==> config.mk <==
export PLATFORM = sky130hd
export DESIGN_NAME = seq_gen
export DESIGN_NICKNAME = d
export VERILOG_FILES = /design/src/rtl/seq_gen.sv
export SDC_FILE = /design/constraint.sdc
export NUM_CORES = 1
export LEC_CHECK = 0
export CORE_MARGIN = 1
export CORE_UTILIZATION = 30
export CTS_CLUSTER_SIZE = 20
export DETAILED_ROUTE_END_ITERATION = 8
export HOLD_SLACK_MARGIN = 0.12
export SLEW_MARGIN = 20
export SYNTH_ARGS = -nofsm -noshare
export SYNTH_HDL_FRONTEND = slang
export SYNTH_SLANG_ARGS = --single-unit
==> constraint.sdc <==
create_clock -name clk -period 5.35 [get_ports clk]
set_input_delay 0.8025 -clock clk [delete_from_list [all_inputs] [get_ports clk]]
set_output_delay 0.8025 -clock clk [all_outputs]
set_load 0.02 [all_outputs]
==> src/rtl/seq_gen.sv <==
// rtl/seq_gen.sv - serial pattern transmitter, MSB first, with start/busy/done handshake
// Optional inter-repetition gap compiled in with SEQ_GEN_GAP_EN.
module seq_gen #(
    parameter int PAT_W   = 8,
    parameter int LEN_W   = 4,
    parameter int GAP_CYC = 2
) (
    input  logic             clk,
    input  logic             rst_n,
    input  logic             start,
    input  logic             stop,
    input  logic [PAT_W-1:0] pattern,
    input  logic [LEN_W-1:0] pat_len,
    input  logic [7:0]       rep_cnt,
    output logic             busy,
    output logic             dout,
    output logic             dout_vld,
    output logic             frame_end,
    output logic             done
);

    if (((1 << LEN_W) <= PAT_W) || (GAP_CYC < 0)) begin : g_bad_param
        $error("seq_gen: LEN_W too narrow for PAT_W or negative GAP_CYC");
    end

    typedef enum logic [1:0] {
        ST_IDLE = 2'd0,
        ST_SEND = 2'd1,
`ifdef SEQ_GEN_GAP_EN
        ST_GAP  = 2'd3,
`endif
        ST_FIN  = 2'd2
    } state_t;

    state_t           state_q, state_d;
    logic [PAT_W-1:0] pat_q, pat_d;
    logic [LEN_W-1:0] len_q, len_d;
    logic [LEN_W-1:0] idx_q, idx_d;
    logic [7:0]       reps_q, reps_d;
    logic [7:0]       rep_q, rep_d;
    logic             busy_q, busy_d;
    logic             dout_q, dout_d;
    logic             vld_q, vld_d;
    logic             fe_q, fe_d;
    logic             done_q, done_d;
    logic [LEN_W-1:0] len_clamped;

`ifdef SEQ_GEN_GAP_EN
    localparam int GW = (GAP_CYC > 1) ? $clog2(GAP_CYC) : 1;
    logic [GW-1:0] gap_q, gap_d;
`endif

    function automatic logic pat_bit(input logic [PAT_W-1:0] p, input logic [LEN_W-1:0] i);
        logic [PAT_W-1:0] s;
        s = p >> i;
        return s[0];
    endfunction

    assign len_clamped = ((pat_len == '0) || (pat_len > LEN_W'(PAT_W))) ? LEN_W'(PAT_W) : pat_len;

    always_comb begin
        state_d = state_q;
        pat_d   = pat_q;
        len_d   = len_q;
        idx_d   = idx_q;
        reps_d  = reps_q;
        rep_d   = rep_q;
        busy_d  = 1'b0;
        dout_d  = 1'b0;
        vld_d   = 1'b0;
        fe_d    = 1'b0;
        done_d  = 1'b0;
`ifdef SEQ_GEN_GAP_EN
        gap_d   = gap_q;
`endif
        case (state_q)
            ST_IDLE: begin
                if (start) begin
                    pat_d   = pattern;
                    len_d   = len_clamped;
                    reps_d  = rep_cnt;
                    rep_d   = 8'd0;
                    idx_d   = len_clamped - LEN_W'(1);
                    state_d = ST_SEND;
                    busy_d  = 1'b1;
                    vld_d   = 1'b1;
                    dout_d  = pat_bit(pattern, len_clamped - LEN_W'(1));
                    fe_d    = (len_clamped == LEN_W'(1));
                end
            end
            ST_SEND: begin
                if (stop) begin
                    state_d = ST_IDLE;
                end else if (idx_q != '0) begin
                    idx_d  = idx_q - LEN_W'(1);
                    busy_d = 1'b1;
                    vld_d  = 1'b1;
                    dout_d = pat_bit(pat_q, idx_q - LEN_W'(1));
                    fe_d   = (idx_q == LEN_W'(1));
                end else begin
                    rep_d  = rep_q + 8'd1;
                    busy_d = 1'b1;
                    if ((reps_q != 8'd0) && (rep_q + 8'd1 == reps_q)) begin
                        state_d = ST_FIN;
                        done_d  = 1'b1;
`ifdef SEQ_GEN_GAP_EN
                    end else if (GAP_CYC > 0) begin
                        state_d = ST_GAP;
                        gap_d   = GW'(GAP_CYC - 1);
`endif
                    end else begin
                        // back-to-back: next frame's MSB follows bit 0 with no bubble
                        idx_d  = len_q - LEN_W'(1);
                        vld_d  = 1'b1;
                        dout_d = pat_bit(pat_q, len_q - LEN_W'(1));
                        fe_d   = (len_q == LEN_W'(1));
                    end
                end
            end
`ifdef SEQ_GEN_GAP_EN
            ST_GAP: begin
                if (stop) begin
                    state_d = ST_IDLE;
                end else if (gap_q != '0) begin
                    gap_d  = gap_q - GW'(1);
                    busy_d = 1'b1;
                end else begin
                    state_d = ST_SEND;
                    idx_d   = len_q - LEN_W'(1);
                    busy_d  = 1'b1;
                    vld_d   = 1'b1;
                    dout_d  = pat_bit(pat_q, len_q - LEN_W'(1));
                    fe_d    = (len_q == LEN_W'(1));
                end
            end
`endif
            ST_FIN: begin
                state_d = ST_IDLE;
            end
            default: begin
                state_d = ST_IDLE;
            end
        endcase
    end

    always_ff @(posedge clk or negedge rst_n) begin
        if (!rst_n) begin
            state_q <= ST_IDLE;
            pat_q   <= '0;
            len_q   <= '0;
            idx_q   <= '0;
            reps_q  <= '0;
            rep_q   <= '0;
            busy_q  <= 1'b0;
            dout_q  <= 1'b0;
            vld_q   <= 1'b0;
            fe_q    <= 1'b0;
            done_q  <= 1'b0;
`ifdef SEQ_GEN_GAP_EN
            gap_q   <= '0;
`endif
        end else begin
            state_q <= state_d;
            pat_q   <= pat_d;
            len_q   <= len_d;
            idx_q   <= idx_d;
            reps_q  <= reps_d;
            rep_q   <= rep_d;
            busy_q  <= busy_d;
            dout_q  <= dout_d;
            vld_q   <= vld_d;
            fe_q    <= fe_d;
            done_q  <= done_d;
`ifdef SEQ_GEN_GAP_EN
            gap_q   <= gap_d;
`endif
        end
    end

    assign busy      = busy_q;
    assign dout      = dout_q;
    assign dout_vld  = vld_q;
    assign frame_end = fe_q;
    assign done      = done_q;

endmodule

==> impl_metrics.yaml <==
pwr:
  ir_worst_vdd_v: 0.000113
  p_per_area_nw_per_um2: 342
  total_power_uw: 963
  p_leak_nw: 1.21
drt:
  drt_pass1_iterations: 4
  drc_errors: 0
  initialDrtViolationCount: 212
  finalWirelength_mm: 5.64
  viasPerCell: 5.13
  drtAntennaViolNets: 0
  vias: 2023
  routed_wire_length_per_instance_microns: 14.3
run_status:
  outcome: "complete, no violations"
timing:
  setup_viol_count_final: 0
  layout_min_cycle_time_ns: 2.74
  worst-slew-pin-transition_ns: 0.973
  grt_setup_unrepaired: "no"
  worst_skew_ns: 0.00522
  setup_tns_ns: 0
  finalMaxSlewViolations: 0
  max-slew-margin-rel_pct: 35.0
  hold_slack_ns: 0.498
  final.period_utilization_pct: 51.2
  fmaxAchievable_mhz: 365
  hold_viol: 0
yosys:
  synth_warnings: 0
  synthCells: 269
  ys_dominant_reg_cell: "sky130_fd_sc_hd__dfrtp_1"
  synthesis.area_sq_um: 2390
  ff_latch_count_synth: 39
  synth_enable_flop_cells: 0
  yosys.cell_types.count: 47
  ys_async_sr_fraction_pct: 100
  synth_sequential_area_ratio_pct: 40.9
  syn-mean-instance-area_sq_um: 8.87
  syn-num-nets: 300
floorplan:
  core_footprint_sq_um: 7730
  boundaryPins: 29
  die_y_microns: 91.2
  die_x_microns: 91.2
  row_count: 32
  initial_core_util_pct: 30.9
  die_area_sq_um: 8320
setup_path:
  reg2reg_slack_ns: 2.61
  reg2reg_depth: 8
  crit_family: "compound AO/OA/AOI/OAI gates"
  worst_path_max_fanout: 11
  crit_type: "flip-flop to flip-flop"
  crit_path_top_delay_cell: "sky130_fd_sc_hd__a2111o_1"
  crit_arrival_ns: 2.87
  critical_path.max_stage_delay_ns: 0.51
  critical_path_required_ns: 5.48
  path_cells: "inv_1, ha_1, or3b_4, a211oi_2, nand4_1, a2111o_1, o21ai_4, a31oi_1"
  cp_num_buf_inv: 1
  worstReg2RegStart: "idx_q[0]$_DFFE_PN0P_"
  end_kind: "flip-flop"
  timing.rr.end: "idx_q[0]$_DFFE_PN0P_"
  worstSetupStartpointType: "flip-flop"
final_layout:
  areaGrowthSynthToFinish_pct: 17.9
  multi_input_area_sq_um: 1300
  fillers: 798
  layout_commonest_cell: "sky130_fd_sc_hd__nand2_1"
  post_route_cells_drive_above_1_share_pct: 7.88
  design.final.nets: 322
  seqCellArea_sq_um: 976
  layout.cells.most_common_list: "sky130_fd_sc_hd__nand2_1, sky130_fd_sc_hd__dfrtp_1, sky130_fd_sc_hd__clkdlybuf4s50_1"
  antenna-diode-count: 0
global_routing:
  grt.overflow.total: 0
  grt_busiest_layer: "met2"
  grt_first_pass_wirelength_mm: 9.76
  grt_antenna_before_repair: 0
  grt_use_met3_pct: 2.93
  grt_use_met1_pct: 20.6
  grt_pass1_vias: 2019
  total_routing_usage_reported_by_global_routing_pct: 14.8
  grt_max_degree: 40
  grt_util_met2_pct: 22.2
clock_network:
  hold_buffers: 0
  cts_inserted_buffers: 5
  clock_latency_ns: 0.30
  clock-sinks: 39
  max-clock-path-buffers: 2
  tritoncts: "built"
  cts_resized: 0
  clockRootBuffer: "sky130_fd_sc_hd__clkbuf_8"
  cts.repair_timing.setup_buffer_count: 0
  clk_transition_reported_paths_ns: 0.08
  clock_tree.htree_level_count: 2
hold_path:
  cell_depth_of_the_worst_hold_path: 1
  hp-start: "rep_q[7]$_DFFE_PN0P_"
  hold-path-endpoint: "rep_q[7]$_DFFE_PN0P_"
  type_of_the_tightest_min_delay_check: "flip-flop to flip-flop"
place:
  place_congestion: 0.887
  detailed_place_hpwl_mm: 4.09
  port_buffers: 28
run:
  max_cap_violations: 0
metrics by stage:
stage	instances	setup slack (ns)	utilization [%]	area [sq um]
3_5_place_dp	386	2.52	35.1	2720
3_3_place_gp	386	2.52	35.1	2720
4_1_cts	394	2.63	36.4	2820
6_report	394	2.61	36.4	2820
5_1_grt	394	2.45	36.4	2820
2_1_floorplan	269	3.13	-	2390
worst max-delay path by stage:
stage                               from              endpoint  depth (start not counted)
floorplan           idx_q[0]$_DFFE_PN0P_        dout$_DFF_PN0_                          8
global route        idx_q[0]$_DFFE_PN0P_  idx_q[0]$_DFFE_PN0P_                          8
global placement              pat_len[3]        dout$_DFF_PN0_                          7
finish              idx_q[0]$_DFFE_PN0P_  idx_q[0]$_DFFE_PN0P_                          8
CTS                 idx_q[0]$_DFFE_PN0P_  idx_q[0]$_DFFE_PN0P_                          8
detailed placement            pat_len[3]        dout$_DFF_PN0_                          7
state kept, by name, indices dropped and copies added (netlist names):
signal / flops
len_q: 4
dout: 1
rep_q: 8
state_q: 2
dout_vld: 1
pat_q: 8
reps_q: 8
idx_q: 4
done: 1
busy: 1
frame_end: 1
cell type report:
class,count,area share (%)
Sequential cell,39,34.7
Inverter,10,1.33
Multi-Input combinational cell,207,46.1
Tap cell,102,4.53
Timing Repair Buffer,28,9.78
Clock buffer,8,3.56
power by group:
part / leakage (nW) / internal [mW] / switching, mW
clock network: 0.0515 / 0.118 / 0.107
registers: 0.499 / 0.346 / 0.0607
logic: 0.661 / 0.154 / 0.177
total: 1.21 / 0.618 / 0.345
logic make-up (layout without fill, tap and decap cells):
| kind of cell | Yosys count | after routing | share of synthesized area, % |
|---|---|---|---|
| and+or+nand+nor | 124 | 124 | 24.0 |
| adders and majority gates | 7 | 7 | 3.67 |
| AOI/OAI and AO/OA | 57 | 57 | 16.2 |
| xor gates and xnor gates | 10 | 10 | 3.67 |
| muxes | 9 | 9 | 6.92 |
| buffers and inverters | 23 | 46 | 4.72 |
| DFF | 39 | 39 | 40.9 |
per-layer routing:
layer,vias to the layer above,part of all wire (%)
li1,992,-
met1,972,51
met2,48,44
met3,11,3.1
met4,0,2.4
met5,-,0
synth_stat cells (4+ instances only):
library cell | count | area [sq um]
sky130_fd_sc_hd__o21ai_0 | 23 | 115
sky130_fd_sc_hd__nand3_1 | 5 | 25.0
sky130_fd_sc_hd__inv_1 | 10 | 37.5
sky130_fd_sc_hd__mux4_2 | 6 | 135
sky130_fd_sc_hd__clkbuf_1 | 7 | 26.3
sky130_fd_sc_hd__dfrtp_1 | 39 | 976
sky130_fd_sc_hd__nor3_1 | 5 | 25.0
sky130_fd_sc_hd__nand2_1 | 64 | 240
sky130_fd_sc_hd__ha_1 | 7 | 87.6
sky130_fd_sc_hd__a31oi_1 | 4 | 25.0
sky130_fd_sc_hd__xnor2_1 | 7 | 61.3
sky130_fd_sc_hd__nand2b_1 | 7 | 43.8
sky130_fd_sc_hd__nor2_1 | 20 | 75.1
worst register-to-register path, stage by stage (launching register included):
cell and delay (ns):
sky130_fd_sc_hd__dfrtp_1 0.47, sky130_fd_sc_hd__inv_1 0.14, sky130_fd_sc_hd__ha_1 0.34, sky130_fd_sc_hd__or3b_4 0.45, sky130_fd_sc_hd__a211oi_2 0.16, sky130_fd_sc_hd__nand4_1 0.11
sky130_fd_sc_hd__a2111o_1 0.51, sky130_fd_sc_hd__o21ai_4 0.27, sky130_fd_sc_hd__a31oi_1 0.13
Power figures use the tool's default switching activity.
